**config.mk**
```make
export PLATFORM = sky130hd
export DESIGN_NAME = prog_loader
export DESIGN_NICKNAME = d
export VERILOG_FILES = /design/src/rtl/cpu_pkg.sv /design/src/rtl/prog_loader_timer.sv /design/src/rtl/prog_loader.sv
export SDC_FILE = /design/constraint.sdc
export NUM_CORES = 1
export LEC_CHECK = 0
export ABC_AREA = 1
export CAP_MARGIN = 20
export CORE_ASPECT_RATIO = 1.1
export CORE_UTILIZATION = 30
export CTS_CLUSTER_SIZE = 20
export DETAILED_ROUTE_END_ITERATION = 16
export PLACE_DENSITY = 0.46
export SYNTH_ARGS = -nofsm -noshare
export SYNTH_HDL_FRONTEND = slang
export SYNTH_SLANG_ARGS = --single-unit
```
**constraint.sdc**
```tcl
create_clock -name clk -period 1.6 [get_ports clk]
set_input_delay 0.32 -clock clk [delete_from_list [all_inputs] [get_ports clk]]
set_output_delay 0.32 -clock clk [all_outputs]
set_load 0.02 [all_outputs]
```
**src/rtl/cpu_pkg.sv**
```systemverilog
// Shared definitions for the 16-bit CPU core and its boot-time program loader.
package cpu_pkg;

    // Word-address width of the instruction/data RAM, equal to the PC slice width.
    localparam int RAM_ADDR_W     = 8;

    // Default idle-cycle limit between bytes of a frame before the loader gives up.
    localparam int LOADER_TIMEOUT = 100000;

    // Loader frame-parsing states: waiting for COUNT, high byte, low byte, checksum.
    typedef enum logic [1:0] {
        IDLE = 2'd0,
        HI   = 2'd1,
        LO   = 2'd2,
        CSUM = 2'd3
    } loader_state_t;

endpackage

```
**src/rtl/prog_loader_timer.sv**
```systemverilog
// Inter-byte watchdog for the program loader. Counts down from TIMEOUT-1 after
// every clear; expired is high once the count has reached zero.
module prog_loader_timer
    import cpu_pkg::*;
#(
    parameter int TIMEOUT = LOADER_TIMEOUT
) (
    input  logic clk,
    input  logic rst,
    input  logic clear,
    input  logic run,
    output logic expired
);

    localparam int            CW       = (TIMEOUT > 2) ? $clog2(TIMEOUT) : 1;
    localparam logic [CW-1:0] LOAD_VAL = CW'(TIMEOUT - 1);

    logic [CW-1:0] count;

    // Reload on every accepted byte, otherwise count down while a frame is open.
    always_ff @(posedge clk) begin
        if (rst) begin
            count <= '0;
        end else if (clear) begin
            count <= LOAD_VAL;
        end else if (run && (count != '0)) begin
            count <= count - CW'(1);
        end
    end

    assign expired = (count == '0);

endmodule

```
**src/rtl/prog_loader.sv**
```systemverilog
// Boot loader: turns a COUNT / data / CSUM byte stream into 16-bit RAM writes
// starting at address 0, holding the CPU until a checksum-verified image is in.
module prog_loader
    import cpu_pkg::*;
#(
    parameter int ADDR_W  = RAM_ADDR_W,
    parameter int TIMEOUT = LOADER_TIMEOUT
) (
    input  logic              clk,
    input  logic              rst,
    input  logic [7:0]        rx_data,
    input  logic              rx_valid,
    output logic [ADDR_W-1:0] wr_addr,
    output logic [15:0]       wr_data,
    output logic              wr_en,
    output logic              cpu_hold,
    output logic              busy,
    output logic              done,
    output logic              error
);

    loader_state_t     state, state_n;
    logic [8:0]        n_words, n_words_n;
    logic [8:0]        idx, idx_n;
    logic [7:0]        hi_byte, hi_n;
    logic [7:0]        xor_acc, xor_n;
    logic [ADDR_W-1:0] wr_addr_n;
    logic [15:0]       wr_data_n;
    logic              wr_en_n, cpu_hold_n, busy_n, done_n, error_n;
    logic              expired, timed_out;

    prog_loader_timer #(
        .TIMEOUT (TIMEOUT)
    ) u_timer (
        .clk     (clk),
        .rst     (rst),
        .clear   (rx_valid),
        .run     (state != IDLE),
        .expired (expired)
    );

    // A byte arriving on the expiry cycle takes priority over the abort.
    assign timed_out = (state != IDLE) && !rx_valid && expired;

    // Frame parser: next state, word assembly, checksum folding and output values.
    always_comb begin
        state_n    = state;
        n_words_n  = n_words;
        idx_n      = idx;
        hi_n       = hi_byte;
        xor_n      = xor_acc;
        wr_addr_n  = wr_addr;
        wr_data_n  = wr_data;
        wr_en_n    = 1'b0;
        done_n     = 1'b0;
        cpu_hold_n = cpu_hold;
        busy_n     = busy;
        error_n    = error;

        unique case (state)
            IDLE: begin
                if (rx_valid) begin
                    n_words_n  = (rx_data == 8'd0) ? 9'd256 : {1'b0, rx_data};
                    idx_n      = 9'd0;
                    xor_n      = 8'd0;
                    error_n    = 1'b0;
                    busy_n     = 1'b1;
                    cpu_hold_n = 1'b1;
                    state_n    = HI;
                end
            end
            HI: begin
                if (rx_valid) begin
                    hi_n    = rx_data;
                    xor_n   = xor_acc ^ rx_data;
                    state_n = LO;
                end
            end
            LO: begin
                if (rx_valid) begin
                    xor_n     = xor_acc ^ rx_data;
                    wr_addr_n = ADDR_W'(idx);
                    wr_data_n = {hi_byte, rx_data};
                    wr_en_n   = 1'b1;
                    idx_n     = idx + 9'd1;
                    state_n   = (idx == n_words - 9'd1) ? CSUM : HI;
                end
            end
            CSUM: begin
                if (rx_valid) begin
                    if (rx_data == xor_acc) begin
                        done_n     = 1'b1;
                        cpu_hold_n = 1'b0;
                    end else begin
                        error_n    = 1'b1;
                    end
                    busy_n  = 1'b0;
                    state_n = IDLE;
                end
            end
            default: state_n = IDLE;
        endcase

        if (timed_out) begin
            error_n = 1'b1;
            busy_n  = 1'b0;
            state_n = IDLE;
        end
    end

    // State and registered outputs; reset abandons any frame in progress.
    always_ff @(posedge clk) begin
        if (rst) begin
            state    <= IDLE;
            n_words  <= 9'd0;
            idx      <= 9'd0;
            hi_byte  <= 8'd0;
            xor_acc  <= 8'd0;
            wr_addr  <= '0;
            wr_data  <= 16'd0;
            wr_en    <= 1'b0;
            cpu_hold <= 1'b0;
            busy     <= 1'b0;
            done     <= 1'b0;
            error    <= 1'b0;
        end else begin
            state    <= state_n;
            n_words  <= n_words_n;
            idx      <= idx_n;
            hi_byte  <= hi_n;
            xor_acc  <= xor_n;
            wr_addr  <= wr_addr_n;
            wr_data  <= wr_data_n;
            wr_en    <= wr_en_n;
            cpu_hold <= cpu_hold_n;
            busy     <= busy_n;
            done     <= done_n;
            error    <= error_n;
        end
    end

endmodule

```
==> metrics.txt, run 1 <==
# TYPE chip_impl_metric gauge
chip_impl_metric{name="setup_slack",unit="ns"} 0.04719
chip_impl_metric{name="globalplace.congestion",unit=""} 0.7897
chip_impl_metric{name="final_period_minus_worst_setup_slack",unit="ns"} 1.553
chip_impl_metric{name="hold_violations",unit=""} 0
chip_impl_metric{name="drv_cap",unit=""} 0
chip_impl_info{name="ctsRootBufferMaster",value="clkbuf_16"} 1
chip_impl_metric{name="worst-path-max-fanout",unit=""} 1
chip_impl_metric{name="num_rows",unit=""} 43
chip_impl_metric{name="worst_slew_pin_tran",unit="ns"} 0.3145
chip_impl_metric{name="antenna_cells_inserted",unit=""} 0
chip_impl_metric{name="pin_count_of_the_biggest_net_entering_global_routing",unit=""} 46
chip_impl_info{name="run_status",value="finished, violations left"} 1
chip_impl_metric{name="vdd_drop_max",unit="uV"} 576.2
chip_impl_metric{name="synth.distinct_cells",unit=""} 34
chip_impl_metric{name="hpwlAfterDp",unit="mm"} 7.879
chip_impl_metric{name="grt_util_met2",unit="%"} 28.07
chip_impl_metric{name="report.final.setup_viol",unit=""} 0
chip_impl_metric{name="layout.cell_area.non_filler",unit="sq mm"} 0.005314
chip_impl_metric{name="grt_remaining_overflow",unit=""} 0
chip_impl_metric{name="number_of_global_route_vias_before_repair",unit=""} 3690
chip_impl_metric{name="cts_buffer_depth",unit=""} 2
chip_impl_info{name="crit_type",value="reg2out"} 1
chip_impl_metric{name="detailedPlace.worstSlack",unit="ns"} -0.2389
chip_impl_metric{name="ys_seq_area_share",unit="%"} 41.23
chip_impl_metric{name="final.period_utilization",unit="%"} 97.05
chip_impl_metric{name="clk_transition_reported_paths",unit="ns"} 0.06
chip_impl_info{name="cts_tree",value="built"} 1
chip_impl_metric{name="die-height",unit="microns"} 122.8
chip_impl_metric{name="syn_to_final_growth",unit="%"} 33.47
chip_impl_metric{name="post_synthesis_sequential_element_count",unit=""} 82
chip_impl_metric{name="final_layout_size_suffix_gt1_share",unit="%"} 16.98
chip_impl_info{name="worst_setup_ep_type",value="primary output"} 1
chip_impl_metric{name="drt-wirelength-per-cell",unit="microns"} 13.10
chip_impl_metric{name="fin_cells",unit=""} 805
chip_impl_metric{name="route.detailed.vias_per_inst",unit=""} 4.650
chip_impl_metric{name="dpl-instance-area",unit="sq mm"} 0.004932
chip_impl_metric{name="timing.setup.tns",unit="ns"} 0
chip_impl_metric{name="initialDrtViolationCount",unit=""} 156
chip_impl_metric{name="clkLatencyLatePin",unit="ns"} 0.34
chip_impl_metric{name="totalPowerFinal",unit="mW"} 5.605
chip_impl_metric{name="floorplan.initialDensity",unit="%"} 31.22
chip_impl_metric{name="clock_buffer_count_from_cts",unit=""} 9
chip_impl_metric{name="floorplan.die.width",unit="microns"} 111.8
chip_impl_metric{name="groute.layer.met3.usage",unit="%"} 2.914
chip_impl_info{name="worstHoldPathType",value="reg2reg"} 1
chip_impl_metric{name="fin_nets",unit=""} 662
chip_impl_metric{name="leakagePower",unit="nW"} 2.450
chip_impl_metric{name="final_core_util",unit="%"} 41.67
chip_impl_info{name="path_cells",value="clkdlybuf4s50_1"} 1
chip_impl_metric{name="syn-mean-instance-area",unit="sq um"} 7.186
chip_impl_metric{name="post_synthesis_instance_area",unit="sq mm"} 0.003981
chip_impl_info{name="rsz0062_at_grt",value="yes"} 1
chip_impl_info{name="cpMaxStageDelayCell",value="clkdlybuf4s50_1"} 1
chip_impl_metric{name="grt_util_all_layers",unit="%"} 16.49
chip_impl_info{name="critPathLaunchType",value="flip-flop"} 1
chip_impl_metric{name="place_inst",unit=""} 787
chip_impl_metric{name="port_buffers",unit=""} 39
chip_impl_metric{name="vias",unit=""} 3743
chip_impl_metric{name="floorplan.core_area",unit="sq mm"} 0.01275
chip_impl_metric{name="critical_path_required",unit="ns"} 1.28
chip_impl_metric{name="drc",unit=""} 1
chip_impl_metric{name="critical_path_buf_inv_count",unit=""} 1
chip_impl_info{name="path_delay_family",value="buffers and inverters"} 1
chip_impl_metric{name="cp_slowest_stage_delay",unit="ns"} 0.59
chip_impl_metric{name="achievable-frequency",unit="MHz"} 644.0
chip_impl_metric{name="slew-limit-headroom",unit="%"} 78.92
chip_impl_metric{name="holdBufCountCts",unit=""} 0
chip_impl_metric{name="grt_first_pass_wirelength",unit="mm"} 17.66
chip_impl_metric{name="fp.dieArea",unit="sq mm"} 0.01374
chip_impl_metric{name="ant_nets",unit=""} 0
chip_impl_metric{name="whs",unit="ns"} 0.4718
chip_impl_metric{name="yosys_warnings",unit=""} 0
chip_impl_metric{name="wirelength",unit="mm"} 10.55
chip_impl_metric{name="drt_pre_antenna_iters",unit=""} 10
chip_impl_metric{name="report.final.slew_viol_count",unit=""} 0
chip_impl_metric{name="io_pins",unit=""} 40
chip_impl_metric{name="groute.layer.met1.usage",unit="%"} 19.82
chip_impl_info{name="commonest_cells_after_routing_fill_and_taps_aside",value="nand2_1, nor2_1, dfxtp_1"} 1
chip_impl_metric{name="clock_sinks",unit=""} 82
chip_impl_info{name="violations",value="DRC"} 1
chip_impl_metric{name="initial_antenna_violation_count",unit=""} 0
chip_impl_info{name="mostFrequentLayoutCell",value="nand2_1"} 1
chip_impl_info{name="gr-max-usage-layer",value="met2"} 1
chip_impl_metric{name="htree_levels",unit=""} 3
chip_impl_metric{name="finalClockSkew",unit="ns"} 0.008119
chip_impl_metric{name="synth_fp_nets",unit=""} 573
chip_impl_metric{name="instance_count_of_the_mapped_netlist",unit=""} 554
chip_impl_metric{name="layout.filler_cells",unit=""} 1293
chip_impl_metric{name="power.density_cell_area",unit="mW/mm^2"} 1055
chip_impl_metric{name="critPathArrivalTime",unit="ns"} 1.23
[what timing repair did]
action / in CTS / in global routing
setup buffers: 0 / 2
resized for setup: 25 / 24
endpoints found under the setup margin: 25 / 38
cloned: 0 / 0
pin swaps: 0 / 2
[metal layers]
| metal | vias up | part of all wire [%] |
|---|---|---|
| met5 | - | 0 |
| li1 | 1964 | - |
| met3 | 19 | 3.0 |
| met2 | 56 | 46 |
| met4 | 0 | 2.8 |
| met1 | 1704 | 48 |
[state kept, by name (all words and copies together), names as in the netlist]
register,cells
u_timer.count,17
wr_data,16
idx,9
n_words,9
hi_byte,8
wr_addr,8
xor_acc,8
state,2
busy,1
cpu_hold,1
done,1
error,1
wr_en,1
[cells in the mapped netlist]
library cell	instances	area, sq um
a21oi_1	49	245.2
a211oi_1	3	22.52
o21ai_1	4	20.02
inv_1	54	202.7
nor3_2	2	20.02
nand3_1	36	180.2
nor4_1	1	6.260
ha_1	8	100.1
a32oi_1	1	8.760
nand2_4	3	33.78
dfxtp_1	82	1642
nor2_2	2	12.51
nand4_1	3	18.77
o21ai_0	48	240.2
buf_2	4	20.02
nor2_4	6	67.56
xnor3_1	1	22.52
xor2_1	11	96.34
nand2_1	106	397.9
nand3_2	4	40.04
a31oi_1	1	6.260
inv_4	1	6.260
nor2_1	84	315.3
buf_4	1	7.510
clkinv_1	2	7.510
xnor2_1	7	61.31
clkbuf_1	10	37.54
nand2_2	2	12.51
or2_2	2	12.51
buf_6	3	33.78
nor3b_1	1	7.510
and3_1	1	6.260
nor3_1	9	45.04
nor3b_2	2	25.02
[worst min-delay path, delay by kind of cell (launching register included)]
family | cells | cell delay [ns]
flip-flops | 1 | 0.32
AND/OR/NAND/NOR | 1 | 0.06
AO/OA/AOI/OAI | 1 | 0.05
[final timing paths]
path | end | depth (start not counted) | slack [ns] | start
min reg2reg | error | 2 | 0.47 | error
max reg2reg | state[1] | 8 | 0.10 | n_words[0]
min | error | 2 | 0.47 | error
max | done | 1 | 0.05 | done
[logic make-up after synthesis]
kind of cell	after synthesis	synth area share, %
AO/OA/AOI/OAI	106	13.64
buffers and inverters	75	7.920
flip-flops	82	41.23
adder cells (fa/ha/maj)	8	2.514
XOR/XNOR	19	4.525
AND/OR/NAND/NOR	264	30.17
[where the power goes]
| group | switching (mW) | internal [mW] |
|---|---|---|
| Clock | 0.850 | 1.40 |
| Combinational | 0.622 | 0.476 |
| Sequential | 0.0912 | 2.16 |
| Total | 1.56 | 4.04 |
[area by class of cell]
cell class / count / area (sq um) / area share, %
multi-input cells: 397 / 2082 / 39.18
flip-flops and latches: 82 / 1643 / 30.92
repair buffers: 96 / 855.8 / 16.11
clock buffers: 11 / 242.7 / 4.568
inverters: 57 / 216.5 / 4.073
well taps: 157 / 196.4 / 3.697
clock inverters: 5 / 77.57 / 1.460
Note: power is estimated with default switching activity, not from simulation.
==> run 2, diff against run 1 <==
--- a/config.mk
+++ b/config.mk
@@ -8,10 +8,10 @@
 export ABC_AREA = 1
 export CAP_MARGIN = 20
 export CORE_ASPECT_RATIO = 1.1
-export CORE_UTILIZATION = 30
+export CORE_UTILIZATION = 40
 export CTS_CLUSTER_SIZE = 20
 export DETAILED_ROUTE_END_ITERATION = 16
-export PLACE_DENSITY = 0.46
+export PLACE_DENSITY = 0.59
 export SYNTH_ARGS = -nofsm -noshare
 export SYNTH_HDL_FRONTEND = slang
 export SYNTH_SLANG_ARGS = --single-unit
==> run 2 against run 1 <==
  * The run now ends clean
  * Setup slack better by 0.076 ns
  * Flip-flop and latch count stayed put
  * Clock-buffer cell count is 1 lower
  * Die area is 25% lower
  * Combinational power hardly changed
  * Core utilization is 13 points higher
  * Sequential power hardly changed
  * Final cell count is 6.0% lower
  * First-iteration DRC count is 8.3% lower
  * Critical endpoint is now u_timer.count[2]
  * Largest cell class unchanged
  * Highest routed layer unchanged
==> metrics.txt, run 2 (synthesis gave the netlist of run 1 again) <==
# TYPE chip_impl_metric gauge
chip_impl_metric{name="antenna_cells_inserted",unit=""} 0
chip_impl_metric{name="grt_first_pass_wirelength",unit="mm"} 16.45
chip_impl_info{name="critical-path-top-cell-by-count",value="nand2_4"} 1
chip_impl_metric{name="slew-limit-headroom",unit="%"} 81.42
chip_impl_metric{name="drt-wirelength-per-cell",unit="microns"} 13.08
chip_impl_metric{name="leakagePower",unit="nW"} 2.358
chip_impl_metric{name="cp_slowest_stage_delay",unit="ns"} 0.31
chip_impl_metric{name="floorplan.die.width",unit="microns"} 97.13
chip_impl_metric{name="largest_register_ff_count",unit=""} 17
chip_impl_metric{name="postCtsSetupRepairBufs",unit=""} 0
chip_impl_metric{name="cts_buffer_depth",unit=""} 2
chip_impl_metric{name="pin_count_of_the_biggest_net_entering_global_routing",unit=""} 46
chip_impl_metric{name="vdd_drop_max",unit="uV"} 586.2
chip_impl_info{name="mostFrequentLayoutCell",value="nand2_1"} 1
chip_impl_metric{name="wirelength",unit="mm"} 9.903
chip_impl_metric{name="power.density_cell_area",unit="mW/mm^2"} 1035
chip_impl_metric{name="clkLatencyLatePin",unit="ns"} 0.35
chip_impl_metric{name="clk_transition_reported_paths",unit="ns"} 0.08
chip_impl_metric{name="groute.layer.met3.usage",unit="%"} 4.628
chip_impl_metric{name="syn_to_final_growth",unit="%"} 29.29
chip_impl_info{name="cts_tree",value="built"} 1
chip_impl_metric{name="grt_remaining_overflow",unit=""} 0
chip_impl_metric{name="worst_slew_pin_tran",unit="ns"} 0.2762
chip_impl_metric{name="worst-path-max-fanout",unit=""} 7
chip_impl_info{name="largest-register",value="u_timer.count"} 1
chip_impl_metric{name="drv_cap",unit=""} 0
chip_impl_info{name="reg_top3",value="u_timer.count: 17 flops, wr_data: 16 flops"} 1
chip_impl_metric{name="floorplan.core_area",unit="sq mm"} 0.009490
chip_impl_metric{name="drc",unit=""} 0
chip_impl_metric{name="vias",unit=""} 3719
chip_impl_metric{name="grt_util_all_layers",unit="%"} 19.92
chip_impl_metric{name="port_buffers",unit=""} 39
chip_impl_metric{name="htree_levels",unit=""} 3
chip_impl_metric{name="dpl-instance-area",unit="sq mm"} 0.004862
chip_impl_metric{name="number_of_global_route_vias_before_repair",unit=""} 3492
chip_impl_metric{name="critical_path_buf_inv_count",unit=""} 2
chip_impl_metric{name="fp.dieArea",unit="sq mm"} 0.01036
chip_impl_metric{name="totalPowerFinal",unit="mW"} 5.328
chip_impl_metric{name="hpwlAfterDp",unit="mm"} 7.322
chip_impl_metric{name="grt_util_met2",unit="%"} 34.61
chip_impl_metric{name="num_rows",unit=""} 37
chip_impl_metric{name="layout.cell_area.non_filler",unit="sq mm"} 0.005147
chip_impl_metric{name="final.period_utilization",unit="%"} 92.28
chip_impl_info{name="rsz0062_at_grt",value="no"} 1
chip_impl_metric{name="whs",unit="ns"} 0.4793
chip_impl_metric{name="finalClockSkew",unit="ns"} 0.004514
chip_impl_metric{name="groute.layer.met1.usage",unit="%"} 24.16
chip_impl_metric{name="clock_buffer_count_from_cts",unit=""} 9
chip_impl_info{name="path_delay_family",value="simple AND/OR/NAND/NOR gates"} 1
chip_impl_metric{name="report.final.slew_viol_count",unit=""} 0
chip_impl_metric{name="fin_nets",unit=""} 654
chip_impl_metric{name="holdBufCountCts",unit=""} 0
chip_impl_info{name="commonest_cells_after_routing_fill_and_taps_aside",value="nand2_1, nor2_1, dfxtp_1"} 1
chip_impl_info{name="ctsRootBufferMaster",value="clkbuf_8"} 1
chip_impl_info{name="run_status",value="finished, final reports clean"} 1
chip_impl_metric{name="final_layout_size_suffix_gt1_share",unit="%"} 15.78
chip_impl_metric{name="io_pins",unit=""} 40
chip_impl_metric{name="critical_path_required",unit="ns"} 1.85
chip_impl_metric{name="initialDrtViolationCount",unit=""} 143
chip_impl_metric{name="clock_sinks",unit=""} 82
chip_impl_info{name="gr-max-usage-layer",value="met2"} 1
chip_impl_info{name="worstHoldPathType",value="reg2reg"} 1
chip_impl_metric{name="critPathArrivalTime",unit="ns"} 1.73
chip_impl_metric{name="hold_violations",unit=""} 0
chip_impl_metric{name="final_period_minus_worst_setup_slack",unit="ns"} 1.476
chip_impl_metric{name="globalplace.congestion",unit=""} 0.9072
chip_impl_metric{name="report.final.setup_viol",unit=""} 0
chip_impl_metric{name="ant_nets",unit=""} 0
chip_impl_metric{name="route.detailed.vias_per_inst",unit=""} 4.913
chip_impl_metric{name="die-height",unit="microns"} 106.6
chip_impl_info{name="cpMaxStageDelayCell",value="dfxtp_1"} 1
chip_impl_info{name="critPathLaunchType",value="flip-flop"} 1
chip_impl_metric{name="floorplan.initialDensity",unit="%"} 41.95
chip_impl_metric{name="initial_antenna_violation_count",unit=""} 0
chip_impl_metric{name="layout.filler_cells",unit=""} 923
chip_impl_info{name="worst_setup_ep_type",value="flip-flop"} 1
chip_impl_metric{name="drt_pre_antenna_iters",unit=""} 4
chip_impl_info{name="crit_type",value="reg2reg"} 1
chip_impl_metric{name="achievable-frequency",unit="MHz"} 677.3
chip_impl_info{name="path_cells",value="inv_1 -> ha_1 -> nand3_2 -> nor2_4 -> nand2_4 -> nand2_4 -> buf_12 -> o21ai_0 -> a21oi_1 -> nor2_1"} 1
run 2: cell types whose count changed in the layout (fill, tap and decap cells not counted), moves of 4 or more:
| cell | previous run | this run |
|---|---|---|
| buf_4 | 52 | 43 |
| clkbuf_16 | 9 | 0 |
| clkbuf_8 | 1 | 10 |
| dlygate4sd2_1 | 24 | 29 |
| dlymetal6s2s_1 | 4 | 0 |
| inv_1 | 50 | 54 |
| inv_2 | 4 | 0 |
run 2: final cells by class:
type                            count  area, sq um  share of cell area (%)
Inverter                           57        216.5                   4.205
Multi-Input combinational cell    397         2066                   40.13
Clock inverter                      6        137.6                   2.674
Sequential cell                    82         1647                   31.99
Timing Repair Buffer               88        797.0                   15.48
Tap cell                          117        146.4                   2.844
Clock buffer                       10        137.6                   2.674
run 2: final timing paths:
path	endpoint	cells past startpoint	start	slack, ns
setup / recovery	u_timer.count[2]	10	u_timer.count[0]	0.12
hold / removal	xor_acc[1]	2	xor_acc[1]	0.48
setup reg to reg	u_timer.count[2]	10	u_timer.count[0]	0.12
hold reg to reg	xor_acc[1]	2	xor_acc[1]	0.48
run 2: what timing repair did:
item | in CTS | in global routing
gates resized for setup | 29 | 16
pin swaps | 0 | 1
setup endpoints to repair | 29 | 15
run 2: per-stage QoR:
step                util [%]  cells  TNS (ns)  setup WS, ns
floorplan                  -    554         0       0.08711
global placement       51.23    741    -5.739       -0.1851
detailed placement     51.23    741    -7.358       -0.2347
CTS                    53.75    757         0       0.04396
global route           54.24    757         0      0.003697
finish                 54.24    757         0        0.1236
run 2: per-layer routing:
layer	share of wire, %	vias to the layer above
met5	0	-
met4	1.8	0
met3	3.7	14
met2	48	72
met1	46	1684
li1	-	1949
run 2: power by group:
group	internal (mW)	total, mW	switching (mW)
clock	1.24	2.01	0.767
sequential	2.16	2.25	0.0892
combinational	0.455	1.07	0.615
total	3.86	5.33	1.47
run 2: worst reg2reg max path, delay by kind of cell (launching register included):
family,cells,cell delay [ns]
AO/OA/AOI/OAI,2,0.19
AND/OR/NAND/NOR,5,0.43
buffers and inverters,2,0.23
adder cells (fa/ha/maj),1,0.22
flip-flops,1,0.31
